==> src/rtl/seven_seg_scan_if.sv <==
// seven_seg_scan_if: frame output port of the 7-segment scan decoder.
//   word    : decoded frame, digit d in word[4d+3:4d]
//   bad     : per-digit flag, captured pattern was not a hex glyph
//   valid   : frame available on word/bad
//   ready   : consumer accepts frame when valid && ready
//   overrun : saturating count of frames dropped while valid was pending
// master = decoder side, slave = consumer side.
interface seven_seg_scan_if #(
   parameter int unsigned DIGITS = 8
);
   logic [4*DIGITS-1:0] word;
   logic [DIGITS-1:0]   bad;
   logic                valid;
   logic                ready;
   logic [7:0]          overrun;

   modport master (output word, bad, valid, overrun, input ready);
   modport slave  (input word, bad, valid, overrun, output ready);
endinterface

==> src/rtl/seven_seg_scan_decoder.sv <==
// seven_seg_scan_decoder: snoops a multiplexed 7-segment display bus, waits for
// each digit's pattern to settle, decodes active-low segments to a hex nibble
// and offers one assembled word per complete scan frame on a valid/ready port.
// Ports:
//   clk    : system clock
//   rst_n  : synchronous reset, active-low
//   an_i   : anode enables, active-low, exactly one low bit selects a digit
//   seg_i  : segments, active-low, bit0=a .. bit6=g
//   bus    : frame output (word/bad/valid/overrun out, ready in)
// Optional feature: define SEG7_DEC_OVERRUN_EN to count dropped frames in
// bus.overrun (saturating at 8'hFF); otherwise bus.overrun is tied to zero.
module seven_seg_scan_decoder #(
   parameter int unsigned DIGITS = 8,
   parameter int unsigned SETTLE = 4
) (
   input  logic                clk,
   input  logic                rst_n,
   input  logic [DIGITS-1:0]   an_i,
   input  logic [6:0]          seg_i,
   seven_seg_scan_if.master    bus
);

   localparam int unsigned IDX_W = (DIGITS > 1) ? $clog2(DIGITS) : 1;
   localparam int unsigned CNT_W = 8;

   typedef enum logic [1:0] {
      S_WAIT,
      S_SETTLING,
      S_HELD
   } state_t;

   state_t              state;
   logic [CNT_W-1:0]    cnt;
   logic [DIGITS-1:0]   prev_an;
   logic [6:0]          prev_seg;
   logic [DIGITS-1:0]   seen;
   logic [4*DIGITS-1:0] work_word;
   logic [DIGITS-1:0]   work_bad;

   logic [DIGITS-1:0]   an_inv_c;
   logic                an_ok_c;
   logic [IDX_W-1:0]    idx_c;
   logic                same_c;
   logic [CNT_W-1:0]    cnt_inc_c;
   logic                capture_c;
   logic [3:0]          nib_c;
   logic                glyph_bad_c;
   logic                frame_done_c;
   logic                slot_free_c;

   // Active-low segment pattern to {bad, nibble}; unknown patterns give nibble 0.
   function automatic logic [4:0] decode_glyph(input logic [6:0] s);
      logic [4:0] r;
      case (s)
         7'h40:   r = 5'h00;
         7'h79:   r = 5'h01;
         7'h24:   r = 5'h02;
         7'h30:   r = 5'h03;
         7'h19:   r = 5'h04;
         7'h12:   r = 5'h05;
         7'h02:   r = 5'h06;
         7'h78:   r = 5'h07;
         7'h00:   r = 5'h08;
         7'h10:   r = 5'h09;
         7'h08:   r = 5'h0A;
         7'h03:   r = 5'h0B;
         7'h46:   r = 5'h0C;
         7'h21:   r = 5'h0D;
         7'h06:   r = 5'h0E;
         7'h0E:   r = 5'h0F;
         default: r = 5'h10;
      endcase
      return r;
   endfunction

   // Anode qualification, digit index and settle bookkeeping.
   always_comb begin
      an_inv_c    = ~an_i;
      an_ok_c     = (an_inv_c != '0) && ((an_inv_c & (an_inv_c - DIGITS'(1))) == '0);
      idx_c       = '0;
      for (int unsigned i = 0; i < DIGITS; i++) begin
         if (an_inv_c[i]) idx_c = IDX_W'(i);
      end
      same_c       = (an_i == prev_an) && (seg_i == prev_seg);
      cnt_inc_c    = cnt + CNT_W'(1);
      capture_c    = (state == S_SETTLING) && an_ok_c && same_c &&
                     (cnt_inc_c == CNT_W'(SETTLE));
      {glyph_bad_c, nib_c} = decode_glyph(seg_i);
      frame_done_c = &seen;
      // Output slot frees up on the same edge the consumer takes the old frame.
      slot_free_c  = !bus.valid || bus.ready;
   end

   // Settle FSM, frame assembly and output handshake.
   always_ff @(posedge clk) begin
      if (!rst_n) begin
         state     <= S_WAIT;
         cnt       <= '0;
         prev_an   <= '1;
         prev_seg  <= '1;
         seen      <= '0;
         work_word <= '0;
         work_bad  <= '0;
         bus.word  <= '0;
         bus.bad   <= '0;
         bus.valid <= 1'b0;
      end else begin
         prev_an  <= an_i;
         prev_seg <= seg_i;

         case (state)
            S_WAIT: begin
               if (an_ok_c) begin
                  state <= S_SETTLING;
                  cnt   <= CNT_W'(1);
               end else begin
                  cnt   <= '0;
               end
            end
            S_SETTLING: begin
               if (!an_ok_c) begin
                  state <= S_WAIT;
                  cnt   <= '0;
               end else if (!same_c) begin
                  cnt   <= CNT_W'(1);
               end else begin
                  cnt   <= cnt_inc_c;
                  if (capture_c) state <= S_HELD;
               end
            end
            S_HELD: begin
               if (!an_ok_c) begin
                  state <= S_WAIT;
                  cnt   <= '0;
               end else if (!same_c) begin
                  state <= S_SETTLING;
                  cnt   <= CNT_W'(1);
               end
            end
            default: begin
               state <= S_WAIT;
               cnt   <= '0;
            end
         endcase

         if (bus.valid && bus.ready) bus.valid <= 1'b0;

         // Completed frame: load if the slot is free, otherwise drop it.
         if (frame_done_c) begin
            seen <= '0;
            if (slot_free_c) begin
               bus.word  <= work_word;
               bus.bad   <= work_bad;
               bus.valid <= 1'b1;
            end
         end

         // Placed after the frame clear so a same-edge capture is not lost.
         if (capture_c) begin
            work_word[{idx_c, 2'b00} +: 4] <= nib_c;
            work_bad[idx_c]                <= glyph_bad_c;
            seen[idx_c]                    <= 1'b1;
         end
      end
   end

`ifdef SEG7_DEC_OVERRUN_EN
   // Saturating count of frames dropped while the output slot was occupied.
   always_ff @(posedge clk) begin
      if (!rst_n) begin
         bus.overrun <= '0;
      end else if (frame_done_c && !slot_free_c && (bus.overrun != 8'hFF)) begin
         bus.overrun <= bus.overrun + 8'd1;
      end
   end
`else
   assign bus.overrun = 8'h00;
`endif

endmodule

==> src/flat_wrapper.sv <==
// flat-port wrapper written by rule: the top's interface ports become plain ports
module seven_seg_scan_decoder_flat 
#(
   parameter int unsigned DIGITS = 8,
   parameter int unsigned SETTLE = 4
)
  (clk, rst_n, an_i, seg_i, bus_word, bus_bad, bus_valid, bus_overrun, bus_ready);
  seven_seg_scan_if #(.DIGITS(DIGITS)) bus_i ();
  input  logic clk;
  input  logic rst_n;
  input  logic [DIGITS-1:0] an_i;
  input  logic [6:0] seg_i;
  output wire logic [$bits(bus_i.word)-1:0] bus_word;
  output wire logic [$bits(bus_i.bad)-1:0] bus_bad;
  output wire logic [$bits(bus_i.valid)-1:0] bus_valid;
  output wire logic [$bits(bus_i.overrun)-1:0] bus_overrun;
  input wire logic [$bits(bus_i.ready)-1:0] bus_ready;
  assign bus_word = bus_i.word;
  assign bus_bad = bus_i.bad;
  assign bus_valid = bus_i.valid;
  assign bus_overrun = bus_i.overrun;
  assign bus_i.ready = bus_ready;
  seven_seg_scan_decoder #(.DIGITS(DIGITS), .SETTLE(SETTLE)) u_core (.clk(clk), .rst_n(rst_n), .an_i(an_i), .seg_i(seg_i), .bus(bus_i));
endmodule
==> config.mk <==
export PLATFORM = sky130hd
export DESIGN_NAME = seven_seg_scan_decoder_flat
export DESIGN_NICKNAME = d
export VERILOG_FILES = /design/src/rtl/seven_seg_scan_if.sv /design/src/rtl/seven_seg_scan_decoder.sv /design/src/flat_wrapper.sv
export SDC_FILE = /design/constraint.sdc
export NUM_CORES = 1
export LEC_CHECK = 0
export BUFFER_PORTS_ARGS = -buffer_cell sky130_fd_sc_hd__buf_2
export CAP_MARGIN = 15
export CORE_MARGIN = 8
export CORE_UTILIZATION = 50
export CTS_CLUSTER_DIAMETER = 50
export DETAILED_ROUTE_END_ITERATION = 7
export GPL_TIMING_DRIVEN = 0
export PLACE_DENSITY = 0.7
export SLEW_MARGIN = 20
export SYNTH_ARGS = -nofsm -noshare
export SYNTH_HDL_FRONTEND = slang
export SYNTH_SLANG_ARGS = --single-unit
export TNS_END_PERCENT = 30
==> constraint.sdc <==
create_clock -name clk -period 4.7 [get_ports clk]
set_input_delay 0.94 -clock clk [delete_from_list [all_inputs] [get_ports clk]]
set_output_delay 0.94 -clock clk [all_outputs]
set_load 0.02 [all_outputs]
==> flow_summary.json <==
{
  "vias_per_cell": 5.280,
  "maxCapViolCount": 0,
  "start_util_pct": 51.52,
  "synth_edf_count": 0,
  "final_core_util_pct": 61.53,
  "clockRootBuffer": "clkbuf_8",
  "critPathKind": "primary input to flop",
  "swShare_pct": 23.43,
  "hold_viol": 0,
  "p_comb_share_pct": 5.6,
  "synthSimpleGateAreaFrac_pct": 27.15,
  "hold_class": "flop to flop",
  "gp_congestion": 0.8631,
  "cp-end-kind": "flop",
  "die_area_um2": 14190,
  "via_count": 4335,
  "synth_fa_ha_area_share_pct": 0.9410,
  "critical_path.most_common_cell": "nor2b_1",
  "dp_slack_ps": 1244,
  "grt_pass1_vias": 4436,
  "path_max_fanout": 8,
  "portBuffers": 48,
  "fin_crit_sh_pct": 63.26,
  "ys_seq_elements": 114,
  "synthFlopType": "dfxtp_1",
  "setup_violations": 0,
  "clk_latency_ps": 520,
  "n_antenna_cell": 0,
  "cp.arrival_ps": 3350,
  "worst_pin_slew_ps": 756.0,
  "synth_cell_types": 62,
  "nFillCells": 904,
  "ys_seq_area_share_pct": 42.91,
  "synthMuxAreaShare_pct": 7.528,
  "cts.repair.resized": 0,
  "r2r-start": "u_core.cnt[0]",
  "whs_ps": 451.5,
  "synthArstFlopShare_pct": 0,
  "rsz0062_at_grt": "false",
  "crit_slowest_cell": "nor2_2",
  "rows": 37,
  "p_switching_mw": 0.5618,
  "finClkSkew_ps": 8.910,
  "ir_worst_vdd_mv": 0.2012,
  "ios": 67,
  "worstSetupStartpointType": "primary input",
  "routed_wl_um": 12520,
  "p_per_area_nw_per_um2": 377.5,
  "cts_htree_levels": 4,
  "rr_worst_depth": 8,
  "wl_per_cell_um": 15.24,
  "final_cell_mix": "nand2_1 (157), dfxtp_1 (114), buf_2 (58)",
  "r2r-end": "u_core.work_word[11]",
  "cellLeakagePower_nw": 2.722,
  "yosys_warnings": 0,
  "max_freq_ghz": 0.3363,
  "grt-ovfl-total": 0,
  "drv_slew": 0,
  "first_pass_iters": 4,
  "grt_max_degree": 17,
  "drive_gt1_share_pct": 18.54,
  "syn_inst": 598,
  "hold_buffers": 0,
  "multiInputGateArea_um2": 2771,
  "fp.dieH_um": 119.1,
  "post_cts_buffers": 0,
  "path_clk_slew_ps": 60,
  "ant_nets": 0,
  "seq_area_um2": 2282,
  "track_usage_pct": 18.06,
  "syn_area_um2": 5319,
  "cts.sinks": 114,
  "syn_to_final_growth_pct": 19.43,
  "place_hpwl_um": 9099,
  "synth_compound_area_share_pct": 12.04,
  "core_um2": 10320,
  "drc_errors": 0,
  "fin_tns_setup_ps": 0,
  "p_seq_share_pct": 40.8,
  "status": "finished clean",
  "layout_setup_ws_ps": 1727,
  "worstSetupEndpoint": "u_core.work_word[18]",
  "synth_xor_area_share_pct": 3.881,
  "cp_cell_sequence": "buf_2 -> nor2b_1 -> a311oi_2 -> nor2_2 -> inv_1 -> ha_1 -> ha_1 -> nor2b_1 -> nor2b_1 -> nand4_4 -> mux2i_1",
  "post-route-min-period_ps": 2973,
  "syn_area_per_cell_um2": 8.894,
  "cp.required_ps": 5070,
  "grt_pass1_wl_um": 21160,
  "startpoint": "an_i[3]",
  "max_slew_margin_pct": 49.26,
  "synth_top_family_by_area": "simple AND/OR/NAND/NOR gates",
  "die-width_um": 119.1,
  "cts_made_buffers": 17,
  "cts_tree": "done",
  "ff2ff_setup_slack_ps": 2380,
  "final_nets": 694,
  "antenna_found_initial": 0,
  "first_iter_violations": 201,
  "clkPwrFrac_pct": 53.7,
  "layout_commonest_cell": "nand2_1",
  "power.internal_mw": 1.836,
  "cpPeakStageDelay_ps": 390,
  "clk_path_buf_depth": 2
}
## worst min path at each step
stage	cells past startpoint	from	end	slack, ps
CTS	2	u_core.seen[4]	u_core.seen[4]	450
global route	2	u_core.seen[4]	u_core.seen[4]	470
floorplan	2	u_core.seen[2]	u_core.seen[2]	430
global placement	2	u_core.seen[4]	u_core.seen[4]	440
finish	2	u_core.seen[4]	u_core.seen[4]	450
detailed placement	2	u_core.seen[4]	u_core.seen[4]	440
## cells by family (layout without fill, tap and decap cells)
| logic type | Yosys count | count (layout) |
|---|---|---|
| AOI/OAI and AO/OA | 85 | 85 |
| xor gates and xnor gates | 21 | 21 |
| adders and majority gates | 4 | 4 |
| buffers and inverters | 56 | 136 |
| DFF | 114 | 114 |
| muxes | 40 | 40 |
| other | 1 | 8 |
| and+or+nand+nor | 277 | 277 |
## synthesized netlist by cell type (2+ instances only)
cell type	count	area [um^2]
a22oi_1	6	45.04
buf_2	10	50.05
xnor2_1	17	148.9
nand2_1	157	589.3
ha_1	4	50.05
xnor2_2	3	48.80
nand4_4	4	85.08
clkbuf_1	27	101.4
o21ai_0	4	20.02
or3_1	2	12.51
nor3b_1	6	45.04
and2_1	2	12.51
dfxtp_1	114	2282
nor2b_1	12	75.07
nand4_2	2	25.02
nor2_1	16	60.06
a21boi_0	45	337.8
and3_1	3	18.77
nand3_4	2	35.03
mux2i_1	40	400.4
buf_4	12	90.09
a211oi_1	3	22.52
nor2_2	3	18.77
nor3_1	5	25.02
a21boi_1	5	37.54
inv_1	5	18.77
a21o_1	2	15.01
o22ai_1	2	12.51
nand3_1	17	85.08
nand2b_1	21	131.4
nor4_1	3	18.77
a21oi_1	5	25.02
nand4_1	10	62.56
## critical path, delay by kind of cell
kind	cells	cell delay, ps
compound gates	1	90
fa+ha+maj	2	590
buf+inv	2	290
mux	1	150
simple gates	5	1290
## routing by layer
layer / global-route usage, % / up-vias / share of wire (%)
met5: 0 / - / 0
met4: 8.300 / 0 / 1.8
met3: 4.582 / 20 / 4.9
met2: 29.96 / 98 / 49
met1: 21.53 / 2058 / 44
li1: - / 2159 / -
## power groups by stage
stage	sequential (mW)	clock, mW	combinational (mW)
6_report	0.978	1.29	0.133
2_1_floorplan	0.998	0	0.102
3_5_place_dp	0.999	0	0.132
4_1_cts	0.978	1.30	0.132
5_1_grt	0.978	1.35	0.146
3_3_place_gp	0.998	0	0.128
## sequential cells by signal (all words and copies together) (netlist names)
name,flops
u_core.bus.valid,1
u_core.prev_an,8
u_core.state,2
u_core.cnt,8
u_core.bus.bad,8
u_core.prev_seg,7
u_core.seen,8
u_core.bus.word,32
u_core.work_word,32
u_core.work_bad,8
## metrics by stage
step	area, um^2	cells	power, mW
2_1_floorplan	5345	605	1.100
3_5_place_dp	5756	789	1.130
4_1_cts	6352	821	2.412
3_3_place_gp	5756	789	1.126
6_report	6352	821	2.398
5_1_grt	6352	821	2.473
## cell type report
| cell class | count | area share, % |
|---|---|---|
| Buffer | 51 | 4.294 |
| Clock buffer | 17 | 6.520 |
| Clock inverter | 15 | 2.876 |
| Inverter | 5 | 0.2955 |
| Multi-Input combinational cell | 435 | 43.63 |
| Sequential cell | 114 | 35.93 |
| Tap cell | 136 | 2.679 |
| Timing Repair Buffer | 48 | 3.782 |
Note: power is estimated with default switching activity, not from simulation.
